`src/rtl/multiply_accumulate_2_bit.sv`:
```
// Accumulates PRODUCT_COUNT unsigned 4-bit products into one frame sum and
// presents it on a valid/ready handshake. Wraps mod 2**ACC_WIDTH with a sticky overflow flag.
//
// state | meaning
// ACCUM | accepting products, Sum_Out shows the running partial sum
// HOLD  | frame complete, Sum_Out/Overflow_Out held until Sum_Ready_In
module multiply_accumulate_2_bit #(
  parameter int ACC_WIDTH     = 8,
  parameter int PRODUCT_COUNT = 4,
  parameter int CNT_WIDTH     = 3
) (
  input  logic                 Clock_In,
  input  logic                 Reset_In,
  input  logic                 Clear_In,
  input  logic [3:0]           Product_In,
  input  logic                 Product_Valid_In,
  output logic                 Product_Ready_Out,
  output logic [ACC_WIDTH-1:0] Sum_Out,
  output logic                 Sum_Valid_Out,
  input  logic                 Sum_Ready_In,
  output logic                 Overflow_Out
);

  typedef enum logic {
    S_ACCUM = 1'b0,
    S_HOLD  = 1'b1
  } state_t;

  localparam logic [CNT_WIDTH-1:0] LP_LAST = CNT_WIDTH'(PRODUCT_COUNT - 1);

  state_t                 r_state;
  state_t                 w_state_nxt;
  logic [ACC_WIDTH-1:0]   r_acc;
  logic [CNT_WIDTH-1:0]   r_count;
  logic                   r_ovf;
  logic                   w_accept;
  logic                   w_last;
  logic                   w_release;
  logic [ACC_WIDTH:0]     w_sum;

  // Extra top bit of w_sum is the carry out that feeds the sticky overflow.
  assign w_sum     = {1'b0, r_acc} + (ACC_WIDTH + 1)'(Product_In);
  assign w_accept  = Product_Valid_In & Product_Ready_Out;
  assign w_last    = (r_count == LP_LAST);
  assign w_release = (r_state == S_HOLD) & Sum_Ready_In;

  always_ff @(posedge Clock_In or posedge Reset_In) begin
    if (Reset_In) begin
      r_state <= S_ACCUM;
    end else begin
      r_state <= w_state_nxt;
    end
  end

  always_comb begin
    w_state_nxt = r_state;
    if (Clear_In) begin
      w_state_nxt = S_ACCUM;
    end else begin
      case (r_state)
        S_ACCUM: if (w_accept && w_last) w_state_nxt = S_HOLD;
        S_HOLD:  if (Sum_Ready_In)       w_state_nxt = S_ACCUM;
        default: w_state_nxt = S_ACCUM;
      endcase
    end
  end

  // Handshake outputs depend on state only, so Sum_Ready_In never reaches Product_Ready_Out.
  always_comb begin
    Product_Ready_Out = (r_state == S_ACCUM);
    Sum_Valid_Out     = (r_state == S_HOLD);
  end

  always_ff @(posedge Clock_In or posedge Reset_In) begin
    if (Reset_In) begin
      r_acc   <= '0;
      r_count <= '0;
      r_ovf   <= 1'b0;
    end else if (Clear_In) begin
      r_acc   <= '0;
      r_count <= '0;
      r_ovf   <= 1'b0;
    end else if (w_accept) begin
      r_acc   <= w_sum[ACC_WIDTH-1:0];
      r_ovf   <= r_ovf | w_sum[ACC_WIDTH];
      r_count <= w_last ? '0 : r_count + CNT_WIDTH'(1);
    end else if (w_release) begin
      r_acc   <= '0;
      r_ovf   <= 1'b0;
    end
  end

  assign Sum_Out      = r_acc;
  assign Overflow_Out = r_ovf;

endmodule

```
`config.mk`:
```
export PLATFORM = sky130hd
export DESIGN_NAME = multiply_accumulate_2_bit
export DESIGN_NICKNAME = d
export VERILOG_FILES = /design/src/rtl/multiply_accumulate_2_bit.sv
export SDC_FILE = /design/constraint.sdc
export NUM_CORES = 1
export LEC_CHECK = 0
export BUFFER_PORTS_ARGS = -buffer_cell sky130_fd_sc_hd__buf_2
export CORE_MARGIN = 4
export CORE_UTILIZATION = 50
export DETAILED_ROUTE_END_ITERATION = 8
export GPL_TIMING_DRIVEN = 0
export PLACE_DENSITY = 0.76
export SYNTH_ARGS = -nofsm -noshare
export SYNTH_HDL_FRONTEND = slang
export SYNTH_SLANG_ARGS = --single-unit
export TNS_END_PERCENT = 20
```
`constraint.sdc`:
```
create_clock -name Clock_In -period 2.3 [get_ports Clock_In]
set_input_delay 0.345 -clock Clock_In [delete_from_list [all_inputs] [get_ports Clock_In]]
set_output_delay 0.345 -clock Clock_In [all_outputs]
set_load 0.02 [all_outputs]
```
Yosys cells after proc, flatten, opt, wreduce, memory -nomap -nowiden
Index checks and enable logic that the tools add are counted.
- register bits: 13
- bits of input ports: 9
- output and inout bits: 11
- word-level logic and storage cells: 27
- add/sub/neg operators: 2
- eq/ne operators: 1
- muxes and demuxes: 13
- bitwise logic cells: 4
- reductions and logical operators: 3
- operators with widths (cell ; count):
    8-bit two-way mux ; 3
    8-bit by 4-bit adder with 9-bit output ; 1
    3-bit two-way mux ; 3
    1-bit two-way mux ; 6
    3-bit by 1-bit adder with 3-bit output (second input constant) ; 1
    3-bit by 2-bit equality test with 1-bit output (second input constant) ; 1
    3-bit nonzero test ; 1
    1-bit bitwise AND ; 2
    1-bit one-hot mux with 2 select lines ; 1
    2-bit nonzero test ; 1
    1-bit logical AND ; 1
    1-bit inverter ; 1
    1-bit OR ; 1

Depth between registers and ports, before layout
Gate-level depths: netlist of the first run.
- depth in word-level cells: 6
- depth in mapped cells: 6
- depth with buffers taken out: 6

Least setup slack after synthesis of the first run
No wires, ideal clock.
- path kind: register to register
- start: register r_acc[0] (netlist: Sum_Out[0])
- end: register r_acc[6] (netlist: Sum_Out[6])
- library setup time: 131 ps
- arrival: 1941 ps
- data required time: 2169 ps
- setup slack: 228 ps
- stages on the path, launching flop included: 7
- path buffers: 0
- clock period less this slack: 2072 ps
- cells stage by stage: dfrtp_1 ha_1 fa_1 a21o_1 a21oi_1 nor4_1 or3_1
- cells in the longest elaborated chain, start to end: 3
- ends and longest elaborated chain (element ; RTL line ; source):
    start: declaration ; 33 ; logic [ACC_WIDTH-1:0] r_acc;
    start signal: assignment ; 84 ; r_acc <= w_sum[ACC_WIDTH-1:0];
    8-bit by 4-bit adder with 9-bit output ; 42 ; assign w_sum = {1'b0, r_acc} + (ACC_WIDTH + 1)'(Product_In);
    8-bit two-way mux ; 83 ; end else if (w_accept) begin
    8-bit two-way mux ; 79 ; end else if (Clear_In) begin
Every way passes these cells.
A chain may end at the register's enable or synchronous reset.

Final worst setup path of the first run
Same ends and word-level chain as after synthesis.

==> results.cfg, run 1 <==
[outcome]
status = complete, no violations

[pwr]
p_switching_uw = 163
pwr-share-seq_pct = 48.2
swShare_pct = 31.2
comb_power_share_pct = 23.7
internal_power_uw = 361
total_leakage_power_uw = 0.000484
pwr-share-clk_pct = 28.1
power_density_nw_per_um2 = 581
max-vdd-ir-drop_mv = 0.559

[global_route]
track_usage_pct = 17.6
grt_antenna_before_repair = 0
grt_overflow = 0
grt_max_degree = 14
grt_pass1_vias = 589
grt_first_pass_wirelength_um = 2680

[clock_tree]
cts.clk_slew.worst_paths_ps = 90
cts_setup_buffers = 0
clk_latency_ps = 280
clkSinkCount = 13
cts_hold_buffers = 0
cts_resized = 0
numCtsBuffers = 3
cts_tree = yes
clockBufferDepth = 2
cts-root-buf = clkbuf_4
h-tree-depth = 1

[min_path]
min_path_type = input port to async pin

[setup_path]
timing.critical_path.from = Sum_Out[0]
reg2reg_depth = 6
worstPathCellList = ha_1, fa_1, a21o_1, a21oi_2, nor4_1, or3_1
slowest_stage = fa_1
critPathCapture = Sum_Out[6]
start_kind = register
timing.rr.start = Sum_Out[0]
crit_type = register to register
arrival_ps = 2220
reg2reg_slack_ps = 230
crit_required_ps = 2450
cp_max_fo = 5
crit_path_end_kind = register
cpPeakStageDelay_ps = 420
r2r_end = Sum_Out[6]

[sta]
rsz0062_at_grt = no
post-route-period-util_pct = 90.0
maxSlewHeadroom_pct = 57.5
tns_ps = 0
finalCriticalPeriod_ps = 2070
fmax_ghz = 0.483
finClkSkew_ps = 7.40
tightest_slew_ps = 636
hold_viol = 0
setup_viol = 0
whs_ps = 77.1
maxSlewViolCount = 0

[yosys]
synth-xor-area-share_pct = 2.31
syn_area_per_cell_um2 = 10.2
synth_top_family_by_area = compound AO/OA/AOI/OAI gates
synthAdderAreaFrac_pct = 10.9
yosysWarnings = 0
synthMuxAreaShare_pct = 2.64
syn_area_um2 = 758
synthTopCellsByCount = dfrtp_1 (13), a21oi_1 (6), ha_1 (5), nand2_1 (5), nor2_1 (5)
synth-seq-area-share_pct = 42.9
synth_edf_count = 0
synth-simple-area-share_pct = 15.3
ys.flop_type = dfrtp_1
synth_compound_area_share_pct = 21.8
yosysMostFrequentCell = dfrtp_1
synth_area_leaders = dfrtp_1 (43%), ha_1 (8.3%), a21oi_1 (4.0%)
ys_seq_elements = 13
synthCells = 74
yosys.area.top_type = dfrtp_1
synth_cell_types = 32
yosysTopAreaCellShare_pct = 42.9
async_flop_share_pct = 100
synth_fp_nets = 89

[flow_run]
cap_violations = 0

[final_layout]
area_growth_syn_to_layout_pct = 19.0
final_layout_size_suffix_gt1_share_pct = 26.8
antenna_cells = 0
fin_nets = 113

[drt]
num_vias = 637
wl_per_cell_um = 14.4
dr.pass1.iters = 4
route.detailed.drc = 0
vias_per_cell = 5.69
ant_nets = 0
routed_wl_um = 1620
drtIter0Drc = 18

[floorplanning]
initial_core_util_pct = 55.5
die_area_um2 = 2200
coreArea_um2 = 1370
die_h_um = 46.9
rows = 13
ioPinCount = 20
die_w_um = 46.9

[placement]
gp_congestion = 0.766
dp_hpwl_um = 1160
io_buffer_count = 19
-- cells by family after synthesis --
| family | after synthesis |
|---|---|
| AO/OA/AOI/OAI | 23 |
| XOR/XNOR | 2 |
| adder cells (fa/ha/maj) | 6 |
| buffers and inverters | 6 |
| flip-flops | 13 |
| multiplexers | 2 |
| AND/OR/NAND/NOR | 22 |
-- layout by cell type, fill, tap and decap left out, types with 2 or more instances in the layout --
master,instances
or3_1,2
o41ai_1,3
ha_1,5
nor2_1,5
o21ai_0,3
buf_2,20
o31ai_1,2
inv_1,4
dfrtp_1,13
a21o_1,2
nor2b_1,2
mux2i_1,2
a22o_1,2
a21oi_1,5
nand2_1,5
clkbuf_4,3
-- registers in the layout, summed over array words and instances, names as in the netlist --
name           count
Overflow_Out       1
Sum_Out            8
Sum_Valid_Out      1
r_count            3
-- routing by layer --
metal  GRT usage (%)  up-vias  wire [um]
met1            23.7      303        712
li1                -      316          -
met5               0        -          0
met4            6.63        0         12
met3            3.45        2         79
met2            27.9       16        813
-- critical path: cells and delay by family (launching register included) --
family,cells,cell delay (ps)
DFF,1,410
AOI/OAI and AO/OA,2,440
and+or+nand+nor,2,450
adders and majority gates,2,650
-- area by class of cell --
| type | instances | area [um^2] |
|---|---|---|
| fill | 122 | 464 |
| multi-input combinational | 55 | 405 |
| sequential | 13 | 325 |
| timing repair buffer | 19 | 95.1 |
| clock buffer | 4 | 26.3 |
| tap | 15 | 18.8 |
| buffer | 2 | 16.3 |
| inverter | 4 | 15.0 |
-- through the flow --
step,instances,total power [uW],setup slack (ps),cell area [um^2],utilization (%)
2_1_floorplan,74,343,228,758,-
3_3_place_gp,108,374,111,872,63.8
3_5_place_dp,108,380,110,872,63.8
4_1_cts,112,525,139,898,65.8
5_1_grt,112,558,117,902,66.0
6_report,112,524,231,902,66.0
-- how the worst min path moves through the flow --
stage / to / from / slack (ps) / cells past startpoint
floorplan: Overflow_Out / Reset_In / 220 / 1
global placement: Sum_Valid_Out / Reset_In / 390 / 2
detailed placement: Sum_Valid_Out / Reset_In / 410 / 2
CTS: Sum_Out[1] / Reset_In / 100 / 2
global route: Sum_Valid_Out / Reset_In / 110 / 2
finish: Sum_Out[1] / Reset_In / 80 / 2
-- power groups by stage --
stage                     sequential, uW  combinational [uW]  clock, uW
final                                252                 124        147
after global routing                 254                 140        164
after CTS                            252                 123        150
after global placement               256                 118          0
after floorplan                      267                75.9          0
after detailed placement             257                 123          0
(Power assumes the default switching activity.)
==> inputs of run 2 (changes only) <==
- ABC_AREA: unset -> 1
==> run 2 against run 1 <==
  * Sequential share of layout area down 0.54 points
  * Non-clock buffer count down 2
  * Critical endpoint unchanged
  * Sequential cell count unchanged
  * Clock power about the same
  * Critical path depth up 2
  * Area after synthesis up 2.3%
  * Clock skew down 2.3 ps
  * Total power down 3.3%
  * Utilization up 0.22 points
  * Combinational power down 15%
  * Largest cell class unchanged
  * Maximum frequency up 27%
  * Register-to-register slack better by 440 ps
==> results.cfg, run 2 <==
[outcome]
status = complete, no violations

[clock_tree]
numCtsBuffers = 3
cts_resized = 0
cts_hold_buffers = 0
clockBufferDepth = 2
h-tree-depth = 1
cts-root-buf = clkbuf_4
cts_tree = yes
clk_latency_ps = 290
cts_setup_buffers = 0
cts.clk_slew.worst_paths_ps = 90
clkSinkCount = 13

[yosys]
syn_area_um2 = 776
syn_area_per_cell_um2 = 8.08
yosysTopAreaCellShare_pct = 41.9
ys_seq_elements = 13
synthCells = 96
synth_cell_types = 21
synth-xor-area-share_pct = 1.13
yosysWarnings = 0
synth_compound_area_share_pct = 11.0
synth-seq-area-share_pct = 41.9
synthAdderAreaFrac_pct = 10.6
synth_area_leaders = dfrtp_1 (42%), nand2_1 (13%), ha_1 (8.1%)
synth_edf_count = 0
yosys.area.top_type = dfrtp_1
synth-simple-area-share_pct = 26.9
synth_fp_nets = 111
synth_top_family_by_area = simple AND/OR/NAND/NOR gates
synthMuxAreaShare_pct = 0
async_flop_share_pct = 100
synthTopCellsByCount = nand2_1 (27), inv_1 (14), dfrtp_1 (13)
yosysMostFrequentCell = nand2_1
ys.flop_type = dfrtp_1

[global_route]
track_usage_pct = 16.9
grt_antenna_before_repair = 0
grt_first_pass_wirelength_um = 2610
grt_pass1_vias = 624
grt_overflow = 0
grt_max_degree = 14

[setup_path]
crit_required_ps = 2480
reg2reg_depth = 8
arrival_ps = 1800
cp_max_fo = 3
reg2reg_slack_ps = 670
worstPathCellList = ha_1, fa_1, nand2_1, nand2_1, nand2_1, o21ai_0, nand3_1, o21ai_0
slowest_stage = fa_1
timing.critical_path.from = Sum_Out[0]
cp_common_cell = nand2_1
r2r_end = Sum_Out[6]
cpPeakStageDelay_ps = 410
timing.rr.start = Sum_Out[0]
crit_type = register to register
crit_path_end_kind = register
critPathCapture = Sum_Out[6]
start_kind = register

[drt]
routed_wl_um = 1540
drtIter0Drc = 0
ant_nets = 0
wl_per_cell_um = 11.5
vias_per_cell = 5.16
num_vias = 691
dr.pass1.iters = 1
route.detailed.drc = 0

[sta]
setup_viol = 0
fin_ws_ps = 673
tightest_slew_ps = 523
finClkSkew_ps = 5.10
fmax_ghz = 0.615
rsz0062_at_grt = no
tns_ps = 0
hold_viol = 0
maxSlewHeadroom_pct = 65.1
maxSlewViolCount = 0
finalCriticalPeriod_ps = 1630
post-route-period-util_pct = 70.7

[pwr]
power_density_nw_per_um2 = 553
p_switching_uw = 157
pwr-share-seq_pct = 49.5
total_leakage_power_uw = 0.000525
swShare_pct = 31.0
pwr-share-clk_pct = 29.7
comb_power_share_pct = 20.8
internal_power_uw = 350
max-vdd-ir-drop_mv = 0.397

[placement]
gp_congestion = 0.753
io_buffer_count = 19
place_ws_ps = 612
dp_hpwl_um = 1180

[final_layout]
most-common-layout-cells = nand2_1 (27), buf_2 (19), inv_1 (14)
area_growth_syn_to_layout_pct = 18.1
fin_nets = 135
antenna_cells = 0
layout_commonest_cell = nand2_1
fin_util_pct = 66.2
n_fill_cell = 123
largest_register_ff_count = 8
final_layout_size_suffix_gt1_share_pct = 25.2

[floorplanning]
rows = 13
coreArea_um2 = 1380
die_w_um = 47.4
die_h_um = 47.4
ioPinCount = 20
die_area_um2 = 2250
initial_core_util_pct = 56.1

[min_path]
min_path_type = input port to async pin

[flow_run]
cap_violations = 0
==> run 2: changes by cell type in the layout (fill, tap and decap cells not counted), moves of 3 or more <==
cell     change
nand3_1      +8
nand2_2      +3
o41ai_1      -3
nand2_1     +22
inv_1       +10
a21oi_1      -4
==> run 2: stage by stage <==
stage                     power [uW]  hold slack, ps  std cells  area [um^2]
after floorplan                  329             222         96          776
after global placement           358             396        130          890
after detailed placement         362             404        130          890
after CTS                        510            94.9        134          916
after global routing             535             110        134          916
final                            507            76.2        134          916
==> run 2: cell type report <==
type                    count  area (um^2)  area share (%)
repair buffers             19         95.1            10.4
well taps                  15         18.8            2.05
flip-flops and latches     13          325            35.5
multi-input cells          67          385            42.1
clock buffers               4         26.3            2.87
inverters                  16         65.1            7.10
==> run 2: how the worst min path moves through the flow <==
| stage | end | slack, ps |
|---|---|---|
| floorplan | Overflow_Out | 220 |
| global placement | Sum_Out[0] | 400 |
| detailed placement | Sum_Out[2] | 400 |
| CTS | Sum_Out[1] | 90 |
| global route | Sum_Out[2] | 110 |
| finish | Sum_Out[5] | 80 |
==> run 2: kinds of logic (layout without fill, tap and decap cells) <==
kind of cell               after synthesis  in the layout
xor gates and xnor gates                 1              1
buffers and inverters                   16             39
AOI/OAI and AO/OA                       12             12
adders and majority gates                6              6
DFF                                     13             13
and+or+nand+nor                         48             48
==> run 2: critical path, delay by kind of cell (launching register included) <==
family	cells	cell delay, ps
adders and majority gates	2	630
DFF	1	400
and+or+nand+nor	4	330
AOI/OAI and AO/OA	2	170
==> run 2: metal layers <==
layer / track usage, % / share of wire, % / vias up / wire length [um]
met5: 0 / 0 / - / 0
met4: 8.29 / 2.1 / 0 / 32
met3: 3.45 / 5.8 / 5 / 89
met2: 27.5 / 47 / 14 / 715
met1: 20.9 / 45 / 313 / 699
li1: - / - / 359 / -
==> run 2: power by group through the flow <==
stage          logic, uW  clock network [uW]  registers, uW
3_3_place_gp         102                   0            255
5_1_grt              120                 162            253
4_1_cts              107                 152            251
2_1_floorplan       62.8                   0            266
6_report             105                 150            251
3_5_place_dp         106                   0            256
==> inputs of run 3 (changes only) <==
- CORE_UTILIZATION: 50 -> 45
- PLACE_DENSITY: 0.76 -> 0.72
- clock period: 2.3 -> 1.4 ns (I/O delays scaled with it)
==> run 3 against run 2 <==
  * The run now ends with negative setup slack left
  * Design area grew 10%
  * Setup slack got worse by 700 ps
  * Via count is 0.43% higher
  * Largest power group unchanged
  * Final cell count rose by 3.7%
  * Sequential cell count unchanged
  * Total power is 72% higher
  * Critical path type unchanged
==> results.cfg, run 3 (synthesis results as in run 2) <==
[global_route]
grt_max_degree = 14
grt_overflow = 0
grt_antenna_before_repair = 0
grt_first_pass_wirelength_um = 3040
grt_pass1_vias = 688
track_usage_pct = 16.4

[flow_run]
cap_violations = 0

[placement]
dp_hpwl_um = 1300
gp_congestion = 0.765
io_buffer_count = 19
dp.cells = 131

[drt]
wl_per_cell_um = 12.2
ant_nets = 0
dr.pass1.iters = 4
routed_wl_um = 1690
vias_per_cell = 4.99
drtIter0Drc = 9
route.detailed.drc = 0
num_vias = 694

[min_path]
hold_path_end = Sum_Valid_Out
min_path_type = input port to register
hp-start = Sum_Ready_In
min_path_cells = 2

[clock_tree]
cts-root-buf = clkbuf_4
clk_latency_ps = 280
numCtsBuffers = 3
cts.clk_slew.worst_paths_ps = 80
clkSinkCount = 13
cts_tree = yes
clockBufferDepth = 2
h-tree-depth = 1

[floorplanning]
die_area_um2 = 2450
coreArea_um2 = 1560
die_h_um = 49.5
ioPinCount = 20
die_w_um = 49.5
initial_core_util_pct = 49.8
rows = 14

[setup_path]
arrival_ps = 1600
crit_type = register to register
cp_max_fo = 3
timing.rr.start = Sum_Out[0]
reg2reg_depth = 8
reg2reg_slack_ps = -30
start_kind = register
crit_path_end_kind = register
r2r_end = Sum_Out[4]
crit_required_ps = 1570

[final_layout]
final_layout_size_suffix_gt1_share_pct = 35.8
most-common-layout-cells = nand2_1 (24), buf_2 (19), inv_1 (14)
largest_register_ff_count = 8
instances_no_fill = 139
antenna_cells = 0
area_growth_syn_to_layout_pct = 30.3
layout_commonest_cell = nand2_1
fin_nets = 139
fin_util_pct = 64.8

[sta]
finClkSkew_ps = 3.17
maxSlewViolCount = 0
whs_ps = 157
post-route-period-util_pct = 102
hold_viol = 0
setup_viol = 2
rsz0062_at_grt = yes
fin_ws_ps = -27.1
fmax_ghz = 0.701
finalCriticalPeriod_ps = 1430
tightest_slew_ps = 500
maxSlewHeadroom_pct = 66.6

[pwr]
power_density_nw_per_um2 = 860
max-vdd-ir-drop_mv = 0.673
total_leakage_power_uw = 0.000552
total_power_uw = 869

[outcome]
violations = negative setup slack
status = finished with violations
==> run 3: changes by cell type in the layout (fill, tap and decap cells not counted), sizes merged <==
cell / delta
dlygate4sd3: +1
clkinv: +1
clkbuf: -1
buf: +3
==> run 3: how the worst max path moves through the flow <==
stage	cells past startpoint	end	startpoint	slack, ps
3_5_place_dp	8	Sum_Out[6]	Sum_Out[0]	-110
6_report	8	Sum_Out[4]	Sum_Out[0]	-30
3_3_place_gp	8	Sum_Out[6]	Sum_Out[0]	-100
5_1_grt	8	Sum_Out[6]	Sum_Out[0]	-100
4_1_cts	8	Sum_Out[6]	Sum_Out[0]	-100
2_1_floorplan	8	Sum_Out[6]	Sum_Out[0]	-90
==> run 3: what timing repair did <==
action | CTS | global route
cloned | 0 | 0
hold buffers | 1 | 0
endpoints found under the setup margin | 5 | 8
resized for setup | 6 | 4
buffers inserted | 2 | 1
pin swaps | 5 | 3
endpoints found under the hold margin | 13 | 0
==> run 3: area by class of cell <==
type,count,area [um^2]
clock buffers,3,22.5
fillers,134,548
repair buffers,23,128
inverters,16,65.1
multi-input cells,67,444
flip-flops and latches,13,327
clock inverters,1,5.00
well taps,16,20.0
==> run 3: per-stage QoR <==
| stage | worst slack, ps | TNS [ps] | instance area (um^2) |
|---|---|---|---|
| final | -27.1 | -39.4 | 1010 |
| after global routing | -103 | -411 | 1010 |
| after CTS | -95.0 | -310 | 977 |
| after detailed placement | -115 | -229 | 907 |
| after global placement | -95.6 | -148 | 907 |
| after floorplan | -87.0 | -146 | 792 |
==> run 3: per-layer routing <==
layer  part of all wire [%]  vias up  GRT usage [%]
met5                      0        -              0
met4                    1.8        0           9.68
met3                    4.8        4           4.52
met2                     49       18           27.1
met1                     44      306           18.7
li1                       -      366              -
==> run 3: critical path, cell delays in order, from the launching register on <==
cell and delay (ps):
dfrtp_2 430, ha_4 160, fa_2 340, nand2_2 70, nand2_2 50, nand2_2 70, nand2_1 50, nand2_1 70
o22ai_2 60
==> run 3: report_power, final <==
part           internal, uW  total [uW]  switching, uW
Sequential              395         418           22.7
Clock                   106         239            133
Combinational          95.7         213            117
